**src/rtl/sample_ring_pkg.sv**
```systemverilog
// Types and ring geometry shared by the sample-ring SRAM responder and the
// running-average initiator.
package sample_ring_pkg;

  typedef enum logic [1:0] {CLEAR, IDLE, RD_WAIT, WR_WAIT} ring_state_e;

  localparam int RING_DEPTH     = 64;
  localparam int RING_LAST_ADDR = 252;
  localparam int RING_STRIDE    = 4;

endpackage

```
**src/rtl/ring_req_detect.sv**
```systemverilog
// Turns level enables into single requests and screens the byte address
// before the responder may accept anything.
module ring_req_detect
  import sample_ring_pkg::*;
#(
  parameter int ADDR_W = 16,
  parameter int DEPTH  = RING_DEPTH
) (
  input  logic              clk,
  input  logic              rst,
  input  logic              rd_en_i,
  input  logic              wr_en_i,
  input  logic              idle_i,
  input  logic [ADDR_W-1:0] addr_i,
  output logic              accept_rd_o,
  output logic              accept_wr_o,
  output logic              reject_o
);

  localparam logic [ADDR_W-1:0] LAST_ADDR = ADDR_W'(RING_STRIDE * DEPTH - RING_STRIDE);

  logic prev_rd_q;
  logic prev_wr_q;
  logic rise_rd;
  logic rise_wr;
  logic addr_ok;

  always_ff @(posedge clk or posedge rst) begin
    if (rst) begin
      prev_rd_q <= 1'b0;
      prev_wr_q <= 1'b0;
    end else begin
      prev_rd_q <= rd_en_i;
      prev_wr_q <= wr_en_i;
    end
  end

  assign rise_rd = rd_en_i & ~prev_rd_q;
  assign rise_wr = wr_en_i & ~prev_wr_q;
  assign addr_ok = (addr_i[1:0] == 2'b00) && (addr_i <= LAST_ADDR);

  // On a simultaneous rise the write wins but the collision is still flagged.
  assign accept_wr_o = idle_i & rise_wr & addr_ok;
  assign accept_rd_o = idle_i & rise_rd & ~rise_wr & addr_ok;
  assign reject_o    = (rise_rd | rise_wr) & (~idle_i | ~addr_ok | (rise_rd & rise_wr));

endmodule

```
**src/rtl/sample_ring_sram.sv**
```systemverilog
// Fixed-latency 64-word store answering the running-average initiator; it
// zeroes itself after reset and on request.
module sample_ring_sram
  import sample_ring_pkg::*;
#(
  parameter int DEPTH   = RING_DEPTH,
  parameter int ADDR_W  = 16,
  parameter int DATA_W  = 32,
  parameter int LATENCY = 2
) (
  input  logic              clk,
  input  logic              rst,
  input  logic              read_enable,
  input  logic              write_enable,
  input  logic [ADDR_W-1:0] address,
  input  logic [DATA_W-1:0] write_data,
  input  logic              mem_clr,
  output logic [DATA_W-1:0] read_data,
  output logic              busy,
  output logic              req_error
);

  localparam int IDX_W = $clog2(DEPTH);
  // Wait edges left after acceptance before the completing edge.
  localparam logic [1:0] CNT_LOAD = 2'((LATENCY > 1) ? LATENCY - 2 : 0);

  ring_state_e       state_q, state_d;
  logic [1:0]        cnt_q, cnt_d;
  logic [IDX_W-1:0]  clr_idx_q, clr_idx_d;
  logic              clr_pend_q, clr_pend_d;
  logic [DATA_W-1:0] rdata_q, rdata_d;
  logic              err_q;
  logic [IDX_W-1:0]  idx_q;
  logic [DATA_W-1:0] wdata_q;
  logic [DATA_W-1:0] mem [DEPTH];

  logic              accept_rd, accept_wr, reject, accept;
  logic [IDX_W-1:0]  req_idx;
  logic              mem_we;
  logic [IDX_W-1:0]  mem_waddr;
  logic [DATA_W-1:0] mem_wdata;

  ring_req_detect #(.ADDR_W(ADDR_W), .DEPTH(DEPTH)) u_detect (
    .clk        (clk),
    .rst        (rst),
    .rd_en_i    (read_enable),
    .wr_en_i    (write_enable),
    .idle_i     ((state_q == IDLE) && !mem_clr),
    .addr_i     (address),
    .accept_rd_o(accept_rd),
    .accept_wr_o(accept_wr),
    .reject_o   (reject)
  );

  assign accept  = accept_rd | accept_wr;
  assign req_idx = address[IDX_W+1:2];

  always_comb begin
    state_d    = state_q;
    cnt_d      = cnt_q;
    clr_idx_d  = clr_idx_q;
    clr_pend_d = clr_pend_q;
    rdata_d    = rdata_q;
    mem_we     = 1'b0;
    mem_waddr  = clr_idx_q;
    mem_wdata  = '0;
    case (state_q)
      CLEAR: begin
        mem_we = 1'b1;
        if (mem_clr) begin
          clr_idx_d = '0;
        end else if (clr_idx_q == IDX_W'(DEPTH - 1)) begin
          clr_idx_d = '0;
          state_d   = IDLE;
        end else begin
          clr_idx_d = clr_idx_q + IDX_W'(1);
        end
      end
      IDLE: begin
        if (mem_clr) begin
          clr_idx_d = '0;
          state_d   = CLEAR;
        end else if (accept && LATENCY == 1) begin
          mem_we    = accept_wr;
          mem_waddr = req_idx;
          mem_wdata = write_data;
          if (accept_rd) rdata_d = mem[req_idx];
        end else if (accept) begin
          cnt_d   = CNT_LOAD;
          state_d = accept_wr ? WR_WAIT : RD_WAIT;
        end
      end
      RD_WAIT, WR_WAIT: begin
        if (mem_clr) clr_pend_d = 1'b1;
        if (cnt_q == 2'd0) begin
          if (state_q == WR_WAIT) begin
            mem_we    = 1'b1;
            mem_waddr = idx_q;
            mem_wdata = wdata_q;
          end else begin
            rdata_d = mem[idx_q];
          end
          // A clear requested mid-access starts only after the access lands.
          if (clr_pend_q || mem_clr) begin
            clr_pend_d = 1'b0;
            clr_idx_d  = '0;
            state_d    = CLEAR;
          end else begin
            state_d = IDLE;
          end
        end else begin
          cnt_d = cnt_q - 2'd1;
        end
      end
      default: state_d = IDLE;
    endcase
  end

  always_ff @(posedge clk or posedge rst) begin
    if (rst) begin
      state_q    <= CLEAR;
      cnt_q      <= 2'd0;
      clr_idx_q  <= '0;
      clr_pend_q <= 1'b0;
      rdata_q    <= '0;
      err_q      <= 1'b0;
    end else begin
      state_q    <= state_d;
      cnt_q      <= cnt_d;
      clr_idx_q  <= clr_idx_d;
      clr_pend_q <= clr_pend_d;
      rdata_q    <= rdata_d;
      err_q      <= reject;
    end
  end

  always_ff @(posedge clk) begin
    if (accept) begin
      idx_q   <= req_idx;
      wdata_q <= write_data;
    end
  end

  always_ff @(posedge clk) begin
    if (mem_we) mem[mem_waddr] <= mem_wdata;
  end

  assign read_data = rdata_q;
  assign busy      = (state_q != IDLE) && !rst;
  assign req_error = err_q;

endmodule
```
**config.mk**
```make
export PLATFORM = sky130hd
export DESIGN_NAME = sample_ring_sram
export DESIGN_NICKNAME = d
export VERILOG_FILES = /design/src/rtl/sample_ring_pkg.sv /design/src/rtl/ring_req_detect.sv /design/src/rtl/sample_ring_sram.sv
export SDC_FILE = /design/constraint.sdc
export NUM_CORES = 2
export LEC_CHECK = 0
export ABC_AREA = 1
export CAP_MARGIN = 30
export CORE_MARGIN = 1.5
export CORE_UTILIZATION = 55
export CTS_CLUSTER_SIZE = 16
export DETAILED_ROUTE_END_ITERATION = 12
export PLACE_DENSITY = 0.71
export SYNTH_ARGS = -nofsm -noshare
export SYNTH_HDL_FRONTEND = slang
export SYNTH_HIERARCHICAL = 1
export SYNTH_SLANG_ARGS = --single-unit
```
**constraint.sdc**
```tcl
create_clock -name clk -period 4.1 [get_ports clk]
set_clock_uncertainty 0.15 [all_clocks]
set_input_delay 0.41 -clock clk [delete_from_list [all_inputs] [get_ports clk]]
set_output_delay 0.41 -clock clk [all_outputs]
set_load 0.05 [all_outputs]
```
==> results.yml <==
routing:
  vias: 57257
  detail-route-antenna-nets: 0
  routed_wl_mm: 236
  first_pass_iters: 8
  drc: 0
  detail_route.wl_per_cell_um: 25.4
  routed_via_density: 6.15
  drtIter0Drc: 8673
pwr:
  power_density_nw_per_um2: 449
  p_total_mw: 43.4
  p_comb_share_pct: 2.5
  cellLeakagePower_nw: 35.2
  pwr-share-seq_pct: 55.8
  vdd_drop_max_uv: 533
  p_int_mw: 34.6
  p_clk_share_pct: 41.7
  switching_share_pct: 20.2
  p_sw_mw: 8.77
synth:
  synth_cell_types: 26
  ys_seq_elements: 2132
  yosysWarnings: 6
  ys_seq_area_share_pct: 75.0
  synth_xor_area_share_pct: 0.0103
  synth.area.top_cells: "edfxtp_1, nand3_1, nand2_1, buf_2, dfrtp_1"
  synthesis.nets: 7044
  synth.avg_cell_area_sq_um: 12.2
  synth_compound_area_share_pct: 0.137
  synth-adder-area-share_pct: 0.0294
  postSynthCellCount: 6989
  synth_top_area_share_pct: 73.6
  synth.area.mux_share_pct: 0
  synth_area_leader_cell: "edfxtp_1"
  synth_top_family_by_area: "simple AND/OR/NAND/NOR gates"
  synth-simple-area-share_pct: 22.0
  synth_area_sq_um: 85100
floorplanning:
  die-area_sq_um: 157000
  die_h_um: 396
  coreArea_sq_um: 154000
  rows: 144
  pin_count: 87
  die_w_um: 396
  start_util_pct: 55.3
sta:
  fin_crit_ns: 3.58
  slew-limit-headroom_pct: 30.9
  fin_setup_tns_ns: 0
  final_max_slew_viol_count: 0
  hold_violations: 0
  setup_viol: 0
  min_period_over_period_pct: 87.2
  tightest_slew_ns: 1.04
  max_freq_ghz: 0.280
  rsz0062_at_grt: "false"
clock_network:
  clkSinkCount: 2132
  ctsHtreeMaxLevel: 4
  clk_latency_ns: 0.84
  cts_tree: "yes"
  cts_buffers: 199
  path_clk_slew_ns: 0.06
  clockBufferDepth: 3
  post_cts.repair.setup_buffers: 0
  cts_root_buffer: "clkbuf_16"
layout:
  layout.cells.non_filler: 9311
  nets: 7154
  final_area_sq_um: 96600
  fillCellCount: 11340
  utilization_pct: 62.8
  area_growth_pct: 13.6
  antenna_cells: 0
  drive_gt1_share_pct: 8.71
global_route:
  grt.overflow.total: 0
  grt_pass1_vias: 54287
  gr-usage-all-layers_pct: 29.9
  grt_start_max_net_pins: 213
  grt_pass1_wl_mm: 347
  antenna_found_initial: 10
setup_path:
  worst_path_max_delay_cell: "edfxtp_1"
  worst_ep_required_time_ns: 4.72
  cp-end-kind: "flop"
  critPathLaunchType: "flop"
  cp_cell_sequence: "buf_4, buf_4, nand2_1, nand3_1, nand3_1, nand3_1, nand3_1, nand3_1, nand3_1, nand2_1"
  slowest_delay_ns: 0.77
  critPathKind: "flop to flop"
  critPathArrivalTime_ns: 4.19
  path_common_cell: "nand3_1"
  critPathMaxFanout: 57
placement:
  portBuffers: 86
  place_area_sq_um: 89900
  place_congestion: 0.940
  place_inst: 8905
  dp_hpwl_mm: 129
worst_hold_path:
  min_path_type: "input port to flop"
job:
  maxCapViolCount: 0
status:
  status: "finished clean"
## final cells by class
type,count,area (sq um),area share (%)
Sequential cell,2132,63800,66.0
Multi-Input combinational cell,4334,19600,20.3
Clock buffer,278,5450,5.64
Timing Repair Buffer,364,4040,4.18
Tap cell,2044,2560,2.65
Clock inverter,91,880,0.910
Inverter,68,292,0.302
## power groups by stage
stage	combinational [mW]	clock [mW]	sequential [mW]
finish	1.09	18.1	24.2
global route	1.16	19.0	24.2
global placement	1.03	0	24.6
floorplan	0.423	0	24.7
CTS	1.08	18.2	24.2
detailed placement	1.05	0	24.6
## placed cells by master, fill, tap and decap left out, drive strengths merged
cell / instances
nor3: 7
and2: 1
ha: 2
nand2: 2149
inv: 78
clkbuf: 278
o22ai: 1
clkinvlp: 6
xor2: 1
clkinv: 60
bufinv: 15
buf: 241
nand4: 8
nand3: 2021
nor2: 123
dfrtp: 46
a21oi: 9
dlygate4sd3: 37
edfxtp: 2086
clkdlybuf4s50: 86
o21ai: 11
a31oi: 1
## cell usage after synthesis, drive strengths merged
cell,instances
nand4,8
and2,1
nor2,123
a21oi,9
a31oi,1
edfxtp,2086
nor3,7
inv,68
nand3,2021
o22ai,1
dfrtp,46
buf,353
nand2,2149
o21ai,11
clkbuf,102
xor2,1
ha,2
## through the flow
step           hold WS [ns]  worst slack [ns]
2_1_floorplan       0.00118             0.665
3_3_place_gp          0.350             0.765
3_5_place_dp          0.348             0.727
4_1_cts             0.00327             0.659
5_1_grt              0.0188             0.541
6_report             0.0417             0.525
## registers in the layout, indices dropped and copies added (netlist names), 2 cells and up
name,flops
idx_q,6
mem,2048
wdata_q,32
clr_idx_q,6
read_data,32
cnt_q,2
state_q,2
## routing by layer
metal  GRT usage [%]  wire length, um
met5               0               34
met4            14.2            11700
met2            45.3           107000
met1            42.5            90000
met3            5.25            27600
## cells by family (layout without fill, tap and decap cells)
| group | count (synthesis) | count (layout) |
|---|---|---|
| adder cells (fa/ha/maj) | 2 | 2 |
| XOR/XNOR | 1 | 1 |
| flip-flops | 2132 | 2132 |
| buffers and inverters | 523 | 801 |
| AND/OR/NAND/NOR | 4309 | 4309 |
| AO/OA/AOI/OAI | 22 | 22 |
## worst paths after layout
kind	start	endpoint	slack (ns)	depth (start not counted)
min in group asynchronous	rst	u_detect/prev_wr_q	0.25	3
hold reg to reg	cnt_q[0]	cnt_q[0]	0.36	1
setup / recovery	idx_q[0]	read_data[19]	0.52	10
hold / removal	address[5]	idx_q[3]	0.04	1
max in group asynchronous	rst	read_data[10]	2.87	4
setup reg to reg	idx_q[0]	read_data[19]	0.52	10
## what timing repair did
action,CTS,global route
hold buffers,37,0
endpoints found under the hold margin,50,0
gates resized for setup,0,0
## critical path: cells and delay by family, from the launching register on
| kind | cells | cell delay (ns) |
|---|---|---|
| flip-flops | 1 | 0.77 |
| buffers and inverters | 2 | 1.05 |
| AND/OR/NAND/NOR | 8 | 1.47 |
Note: power is estimated with default switching activity, not from simulation.
